$ cat src/rtl/gray2bin_tracker.sv
// Receive side of a Gray-coded counter crossing: synchronise, decode to binary,
// and check that every change is a single +1/-1 step modulo 2^WIDTH.
module gray2bin_tracker #(
   parameter int WIDTH       = 4,
   parameter int SYNC_STAGES = 2,
   parameter int CNT_W       = 16
) (
   input  logic             clk,
   input  logic             rst,
   input  logic [WIDTH-1:0] gray_in,
   input  logic             clr,
   output logic [WIDTH-1:0] bin_out,
   output logic             bin_valid,
   output logic             dir,
   output logic             step_err,
   output logic             err_sticky,
   output logic [CNT_W-1:0] step_count
);

   typedef enum logic [1:0] {IDLE, TRACK, FAULT} state_t;

   localparam int FILL_W = $clog2(SYNC_STAGES + 2);
   localparam logic [FILL_W-1:0] FILL_LAST = FILL_W'(SYNC_STAGES + 1);

   state_t                             state_q, state_d;
   logic [FILL_W-1:0]                  fill_q, fill_d;
   logic [SYNC_STAGES-1:0][WIDTH-1:0]  sync_q;
   logic [WIDTH-1:0]                   dec_q;
   logic [WIDTH-1:0]                   bin_q, bin_d;
   logic                               valid_q, valid_d;
   logic                               dir_q, dir_d;
   logic                               err_q, err_d;
   logic                               sticky_q, sticky_d;
   logic [CNT_W-1:0]                   cnt_q, cnt_d;
   logic [WIDTH-1:0]                   diff;

   function automatic logic [WIDTH-1:0] gray2bin(input logic [WIDTH-1:0] g);
      logic [WIDTH-1:0] b;
      b[WIDTH-1] = g[WIDTH-1];
      for (int i = WIDTH - 2; i >= 0; i--) begin
         b[i] = b[i+1] ^ g[i];
      end
      return b;
   endfunction

   always_ff @(posedge clk or negedge rst) begin
      if (!rst) begin
         sync_q   <= '0;
         dec_q    <= '0;
         state_q  <= IDLE;
         fill_q   <= '0;
         bin_q    <= '0;
         valid_q  <= 1'b0;
         dir_q    <= 1'b0;
         err_q    <= 1'b0;
         sticky_q <= 1'b0;
         cnt_q    <= '0;
      end else begin
         sync_q   <= {sync_q[SYNC_STAGES-2:0], gray_in};
         dec_q    <= gray2bin(sync_q[SYNC_STAGES-1]);
         state_q  <= state_d;
         fill_q   <= fill_d;
         bin_q    <= bin_d;
         valid_q  <= valid_d;
         dir_q    <= dir_d;
         err_q    <= err_d;
         sticky_q <= sticky_d;
         cnt_q    <= cnt_d;
      end
   end

   // bin_q doubles as the comparison baseline: it is always loaded together with it.
   assign diff = dec_q - bin_q;

   always_comb begin
      state_d  = state_q;
      fill_d   = fill_q;
      bin_d    = bin_q;
      valid_d  = 1'b0;
      dir_d    = dir_q;
      err_d    = 1'b0;
      sticky_d = sticky_q;
      cnt_d    = cnt_q;
      if (clr) begin
         cnt_d    = '0;
         sticky_d = 1'b0;
         bin_d    = dec_q;
         state_d  = TRACK;
      end else begin
         case (state_q)
            IDLE: begin
               if (fill_q == FILL_LAST) begin
                  bin_d   = dec_q;
                  valid_d = 1'b1;
                  state_d = TRACK;
               end else begin
                  fill_d = fill_q + FILL_W'(1);
               end
            end
            TRACK: begin
               if (dec_q != bin_q) begin
                  bin_d   = dec_q;
                  valid_d = 1'b1;
                  if (diff == WIDTH'(1) || diff == {WIDTH{1'b1}}) begin
                     dir_d = (diff == WIDTH'(1));
                     if (cnt_q != {CNT_W{1'b1}}) cnt_d = cnt_q + CNT_W'(1);
                  end else begin
                     err_d    = 1'b1;
                     sticky_d = 1'b1;
                     state_d  = FAULT;
                  end
               end
            end
            FAULT: begin
               if (dec_q != bin_q) begin
                  bin_d   = dec_q;
                  valid_d = 1'b1;
               end
            end
            default: state_d = IDLE;
         endcase
      end
   end

   assign bin_out    = bin_q;
   assign bin_valid  = valid_q;
   assign dir        = dir_q;
   assign step_err   = err_q;
   assign err_sticky = sticky_q;
   assign step_count = cnt_q;

endmodule

$ cat config.mk
export PLATFORM = sky130hd
export DESIGN_NAME = gray2bin_tracker
export DESIGN_NICKNAME = d
export VERILOG_FILES = /design/src/rtl/gray2bin_tracker.sv
export SDC_FILE = /design/constraint.sdc
export NUM_CORES = 1
export LEC_CHECK = 0
export CORE_MARGIN = 3
export CORE_UTILIZATION = 50
export CTS_BUF_LIST = sky130_fd_sc_hd__clkbuf_16
export CTS_CLUSTER_DIAMETER = 80
export CTS_CLUSTER_SIZE = 16
export DETAILED_ROUTE_END_ITERATION = 12
export DONT_BUFFER_PORTS = 1
export GPL_TIMING_DRIVEN = 0
export SKIP_LAST_GASP = 1
export SLEW_MARGIN = 10
export SYNTH_ARGS = -nofsm -noshare
export SYNTH_HDL_FRONTEND = slang
export SYNTH_SLANG_ARGS = --single-unit
$ cat constraint.sdc
create_clock -name clk -period 4.6 [get_ports clk]
set_input_delay 0.92 -clock clk [delete_from_list [all_inputs] [get_ports clk]]
set_output_delay 0.92 -clock clk [all_outputs]
set_load 0.02 [all_outputs]
==> results of run 1 <==
[kinds of logic after synthesis]
group                    count (synthesis)
flip-flops                              40
XOR/XNOR                                 7
multiplexers                            10
AO/OA/AOI/OAI                           37
adder cells (fa/ha/maj)                 11
AND/OR/NAND/NOR                         58
buffers and inverters                   16
[stage by stage]
stage	util (%)	setup slack, ns	power, W	instances
after floorplan	-	1.81	0.000835	179
after global placement	56.6	1.65	0.000900	225
after detailed placement	56.6	1.61	0.000922	225
after CTS	61.5	1.59	0.00133	233
after global routing	61.5	1.44	0.00141	233
final	61.5	1.58	0.00131	233
[critical path, delay by kind of cell (launching register included)]
| kind | cells | cell delay (ns) |
|---|---|---|
| compound gates | 4 | 1.06 |
| flops | 1 | 0.47 |
| simple gates | 2 | 0.58 |
| fa+ha+maj | 1 | 0.34 |
| buf+inv | 3 | 0.41 |
[sequential cells by signal, indices dropped and copies added (netlist names)]
name,cells
bin_valid,1
bin_out,4
step_count,16
step_err,1
sync_q,8
dec_q,4
err_sticky,1
dir,1
fill_q,2
state_q,2
[final timing paths]
check	to	cells after the start	startpoint
max	step_count[10]	10	bin_out[2]
min	dir	0	rst
max reg2reg	step_count[10]	10	bin_out[2]
min reg2reg	sync_q[4]	0	sync_q[0]
max in group asynchronous	fill_q[0]	0	rst
min in group clk	sync_q[4]	0	sync_q[0]
[Yosys cell counts]
cell,instances
mux2_2,5
or4_1,6
mux2_1,2
o21ai_1,6
and2_1,1
inv_1,10
fa_1,1
a21o_1,2
a211o_4,1
or3_1,8
a21oi_1,13
a211o_1,1
clkbuf_1,4
nor2_1,11
a22oi_1,1
nand2b_1,4
o311ai_1,1
xor2_1,6
nand3_1,5
ha_1,10
nand2_1,10
dfrtp_1,40
or3_4,1
and3b_1,1
buf_6,1
buf_2,1
nand4_1,3
o31ai_1,7
o21ai_0,3
nor3_1,2
nor2b_1,2
nor4_1,3
and3_1,1
mux2i_1,3
a31o_2,1
o22ai_1,1
xnor2_1,1
[power by group]
group / total (W) / internal [W] / switching (W)
Sequential: 0.000508 / 0.000413 / 0.0000953
Combinational: 0.000405 / 0.000183 / 0.000222
Clock: 0.000400 / 0.000258 / 0.000143
[area by class of cell]
class / instances / area, um2
Multi-Input combinational cell: 123 / 867
Sequential cell: 40 / 1000
Clock buffer: 5 / 125
Tap cell: 46 / 57.6
Buffer: 6 / 31.3
Clock inverter: 3 / 47.5
Fill cell: 296 / 1350
Inverter: 10 / 37.5
[cell usage in the layout (no fill, tap or decap), drive strengths merged, types with 2 or more instances in the layout]
| master | instances |
|---|---|
| ha | 10 |
| clkinv | 2 |
| nor2b | 2 |
| or4 | 6 |
| mux2i | 3 |
| or3 | 9 |
| nand2b | 4 |
| o31ai | 7 |
| clkbuf | 9 |
| nand4 | 3 |
| nand3 | 5 |
| a21o | 2 |
| inv | 10 |
| nor4 | 3 |
| o21ai | 9 |
| mux2 | 7 |
| nor2 | 11 |
| buf | 2 |
| a211o | 2 |
| xor2 | 6 |
| dfrtp | 40 |
| a21oi | 13 |
| nor3 | 2 |
| nand2 | 10 |
[metal layers]
layer / GRT usage (%) / wire [um] / up-vias
li1: - / - / 655
met1: 24.1 / 1710 / 646
met2: 29.6 / 1780 / 28
met3: 6.57 / 197 / 5
met4: 6.70 / 52 / 0
met5: 0 / 0 / -
==> impl_metrics.tcl, run 1 <==
set metrics [dict create \
    drive_gt1_share_pct 9.63 \
    synth_simple_gate_area_share_pct 16.3 \
    clock_path_buffers 2 \
    syn_area_per_cell_um2 10.8 \
    hpwl_um 2640 \
    crit_fanout 10 \
    gp_congestion 0.797 \
    die_h_um 68.2 \
    cts_resized 0 \
    setup-tns-final_ns 0 \
    avgRoutedWirePerCell_um 16.0 \
    hold_ws_ns 0.326 \
    powerDensity_mw_per_mm2 606 \
    vias 1334 \
    finalMaxSlewViolations 0 \
    dpl-instance-area_mm2 0.00199 \
    max_cap_viol_count 0 \
    dieArea_mm2 0.00466 \
    syn_nets 197 \
    fin_crit_ns 3.02 \
    antennaDiodeCount 0 \
    muxShareOfSynthArea_pct 5.62 \
    synthXorXnorAreaFrac_pct 3.17 \
    hp-class "in2async" \
    cpPeakStageDelay_ns 0.47 \
    grt_start_max_net_pins 41 \
    initial_core_util_pct 55.0 \
    ant_nets 0 \
    clk_pin_slew_ns 0.06 \
    crit_type "reg2reg" \
    seq_area_frac_synth_pct 51.7 \
    synth_top_area_share_pct 51.7 \
    synth_cell_types 37 \
    slowest_stage "dfrtp_1" \
    rsz0062_at_grt "false" \
    cts_tree "yes" \
    antenna_found_initial 0 \
    grt-ovfl-total 0 \
    finClkSkew_ns 0.00418 \
    ys_warn_count 0 \
    timing.fmax_ghz 0.331 \
    yosys-top-cells-area "dfrtp_1 (52%), ha_1 (6.5%), a21oi_1 (3.4%)" \
    drtPass1Iterations 4 \
    stdcell_area_mm2 0.00217 \
    synth_top_family_by_area "simple AND/OR/NAND/NOR gates" \
    area_growth_pct 11.9 \
    ys_ff_latch 40 \
    cp.arrival_ns 3.16 \
    finalHoldViolCount 0 \
    worst_setup_path_start_kind "flip-flop" \
    finalWirelength_um 3730 \
    drt-initial-drc-count 77 \
    numCtsBuffers 5 \
    required_ns 4.75 \
    worstPathCellList "inv_1 > ha_1 > and3b_1 > or3_4 > a211o_1 > a211o_4 > buf_6 > buf_2 > o31ai_1 > a21oi_1" \
    cts_setup_buffers 0 \
    viasPerCell 5.73 \
    synth_compound_area_share_pct 12.1 \
    die_x_um 68.2 \
    fp.coreArea_mm2 0.00352 \
    clock_sinks 40 \
    leakage_nw 0.932 \
    row_count 21 \
    grt_pass1_vias 1383 \
    fin_nets 204 \
    boundaryPins 31 \
    io_buffers 0 \
    period_share_pct 65.6 \
    grt_pass1_wl_um 6400 \
    worst_pin_slew_ns 0.516 \
    synthAdderAreaFrac_pct 7.49 \
    clock_latency_ns 0.28 \
    slew_headroom_pct 65.6 \
    synthCells 179 \
    clk_root_buffer_cell "clkbuf_16" \
    drc_errors 0 \
    setup_viol 0 \
    status "finished clean" \
    synth_area_mm2 0.00194 \
    h-tree-depth 2 \
    rrSetupSlack_ns 1.58 \
    postCtsHoldBufs 0 \
    grt_usage_pct 18.9 \
    yosysTopAreaCell "dfrtp_1" \
    peakVddDrop_v 0.000324 \
    critPathCaptureType "flip-flop" \
]
(Power assumes the default switching activity.)
==> inputs of run 2 (changes only) <==
Clock period 4.6 ns to 3.1 ns, I/O delays scaled along.
==> run 2 against run 1 <==
Sequential share of layout area rose by 0.062 points. Clock skew barely moved. First-iteration DRC count did not move. Die area did not move. Power rose by 49%. Critical endpoint unchanged. Largest cell class unchanged. Highest routed layer unchanged.
==> impl_metrics.tcl, run 2 (synthesized netlist as in run 1, its figures left out) <==
set metrics [dict create \
    p_clk_share_pct 30.4 \
    antenna_found_initial 0 \
    crit_fanout 10 \
    fp.coreArea_mm2 0.00352 \
    grt_start_max_net_pins 41 \
    required_ns 3.25 \
    largest_reg_flops 16 \
    setup-tns-final_ns 0 \
    fin_nets 204 \
    seqPwrFrac_pct 38.8 \
    finalWirelength_um 3740 \
    clock_path_buffers 2 \
    drtPass1Iterations 4 \
    cts_setup_buffers 0 \
    avgRoutedWirePerCell_um 16.1 \
    antennaDiodeCount 0 \
    clock_latency_ns 0.28 \
    p_comb_share_pct 30.8 \
    r2r_cells 10 \
    crit_type "reg2reg" \
    critPathTopFamily "compound AO/OA/AOI/OAI gates" \
    postCtsHoldBufs 0 \
    cts_tree "yes" \
    vias 1334 \
    powerDensity_mw_per_mm2 900 \
    max_cap_viol_count 0 \
    finClkSkew_ns 0.00418 \
    grt_pass1_wl_um 6400 \
    timing.fmax_ghz 0.338 \
    grt_usage_pct 18.9 \
    gr-max-usage-layer "met2" \
    hpwl_um 2640 \
    cpPeakStageDelay_ns 0.43 \
    worst_pin_slew_ns 0.517 \
    final_cell_mix "dfrtp_1 (38), a21oi_1 (13), nor2_1 (11)" \
    dieArea_mm2 0.00466 \
    setup_viol 0 \
    rsz0062_at_grt "false" \
    finalMaxSlewViolations 0 \
    fin_crit_ns 2.96 \
    drive_gt1_share_pct 10.7 \
    numCtsBuffers 5 \
    critPathCaptureType "flip-flop" \
    slowest_stage "dfrtp_2" \
    ant_nets 0 \
    peakVddDrop_v 0.000481 \
    die_x_um 68.2 \
    final_common_cell "dfrtp_1" \
    clk_root_buffer_cell "clkbuf_16" \
    use_met1_pct 24.1 \
    hold_ws_ns 0.0268 \
    clock_sinks 40 \
    drt-initial-drc-count 77 \
    die_h_um 68.2 \
    power.net_switching_w 0.000683 \
    leakage_nw 0.930 \
    initial_core_util_pct 55.0 \
    drc_errors 0 \
    cp.arrival_ns 3.10 \
    io_buffers 0 \
    worst-path-buf-inv 3 \
    slew_headroom_pct 65.5 \
    worst_setup_path_start_kind "flip-flop" \
    met3_usage_pct 6.57 \
    worstPathCellList "inv_1 > ha_1 > and3b_1 > or3_4 > a211o_1 > a211o_4 > buf_6 > buf_2 > o31ai_1 > a21oi_1" \
    status "finished clean" \
    viasPerCell 5.73 \
    clk_pin_slew_ns 0.06 \
    h-tree-depth 2 \
    swShare_pct 35.0 \
    gr-usage-met2_pct 29.6 \
    grt_pass1_vias 1383 \
    finalHoldViolCount 0 \
    boundaryPins 31 \
    gp_congestion 0.797 \
    row_count 21 \
    period_share_pct 95.3 \
    grt-ovfl-total 0 \
    path_depth 10 \
    p_int_w 0.00127 \
    hp-class "in2async" \
    area_growth_pct 12.0 \
]
[run 2: final timing paths]
check	startpoint	to	slack (ns)
worst max-delay path	bin_out[2]	step_count[10]	0.14
worst min-delay path	rst	bin_out[0]	0.03
worst max register to register	bin_out[2]	step_count[10]	0.14
worst min register to register	sync_q[0]	sync_q[4]	0.35
max in group asynchronous	rst	fill_q[0]	2.98
min in group clk	sync_q[0]	sync_q[4]	0.35
[run 2: area by class of cell]
class                      instances  area (um2)
sequential                        40        1000
clock buffer                       5         125
inverter                          10        37.5
multi-input combinational        123         867
fill                             295        1350
clock inverter                     3        47.5
buffer                             6        31.3
tap                               46        57.6
[run 2: repair_timing]
action / 4_1_cts / 5_1_grt
setup endpoints to repair: 0 / 3
endpoints found under the hold margin: 0 / 0
gates resized for setup: 0 / 2
[run 2: power groups by stage]
stage / sequential, W / clock [W] / combinational, W
floorplan: 0.000746 / 0 / 0.000493
global placement: 0.000760 / 0 / 0.000576
detailed placement: 0.000767 / 0 / 0.000601
global route: 0.000774 / 0.000630 / 0.000694
CTS: 0.000758 / 0.000606 / 0.000605
finish: 0.000757 / 0.000595 / 0.000601
[run 2: worst reg2reg max path, cell delays in order, from the launching register on]
cell and delay [ns]:
dfrtp_2 0.43, inv_1 0.06, ha_1 0.34, and3b_1 0.21, or3_4 0.37, a211o_1 0.34
a211o_4 0.40, buf_6 0.16, buf_2 0.19, o31ai_1 0.24, a21oi_1 0.09
[run 2: metal layers]
| metal | routed length, um | up-vias | share of wire (%) |
|---|---|---|---|
| met4 | 52 | 0 | 1.4 |
| met2 | 1780 | 28 | 48 |
| met3 | 197 | 5 | 5.3 |
| met5 | 0 | - | 0 |
| met1 | 1710 | 645 | 46 |
| li1 | - | 656 | - |
[run 2: per-stage QoR]
step	setup slack, ns	instance area [um2]	util, %	instances	total power (W)
2_1_floorplan	0.308	1940	-	179	0.00124
3_3_place_gp	0.149	1990	56.6	225	0.00134
3_5_place_dp	0.107	1990	56.6	225	0.00137
4_1_cts	0.0866	2170	61.5	233	0.00197
5_1_grt	0.0146	2170	61.6	233	0.00210
6_report	0.144	2170	61.6	233	0.00195
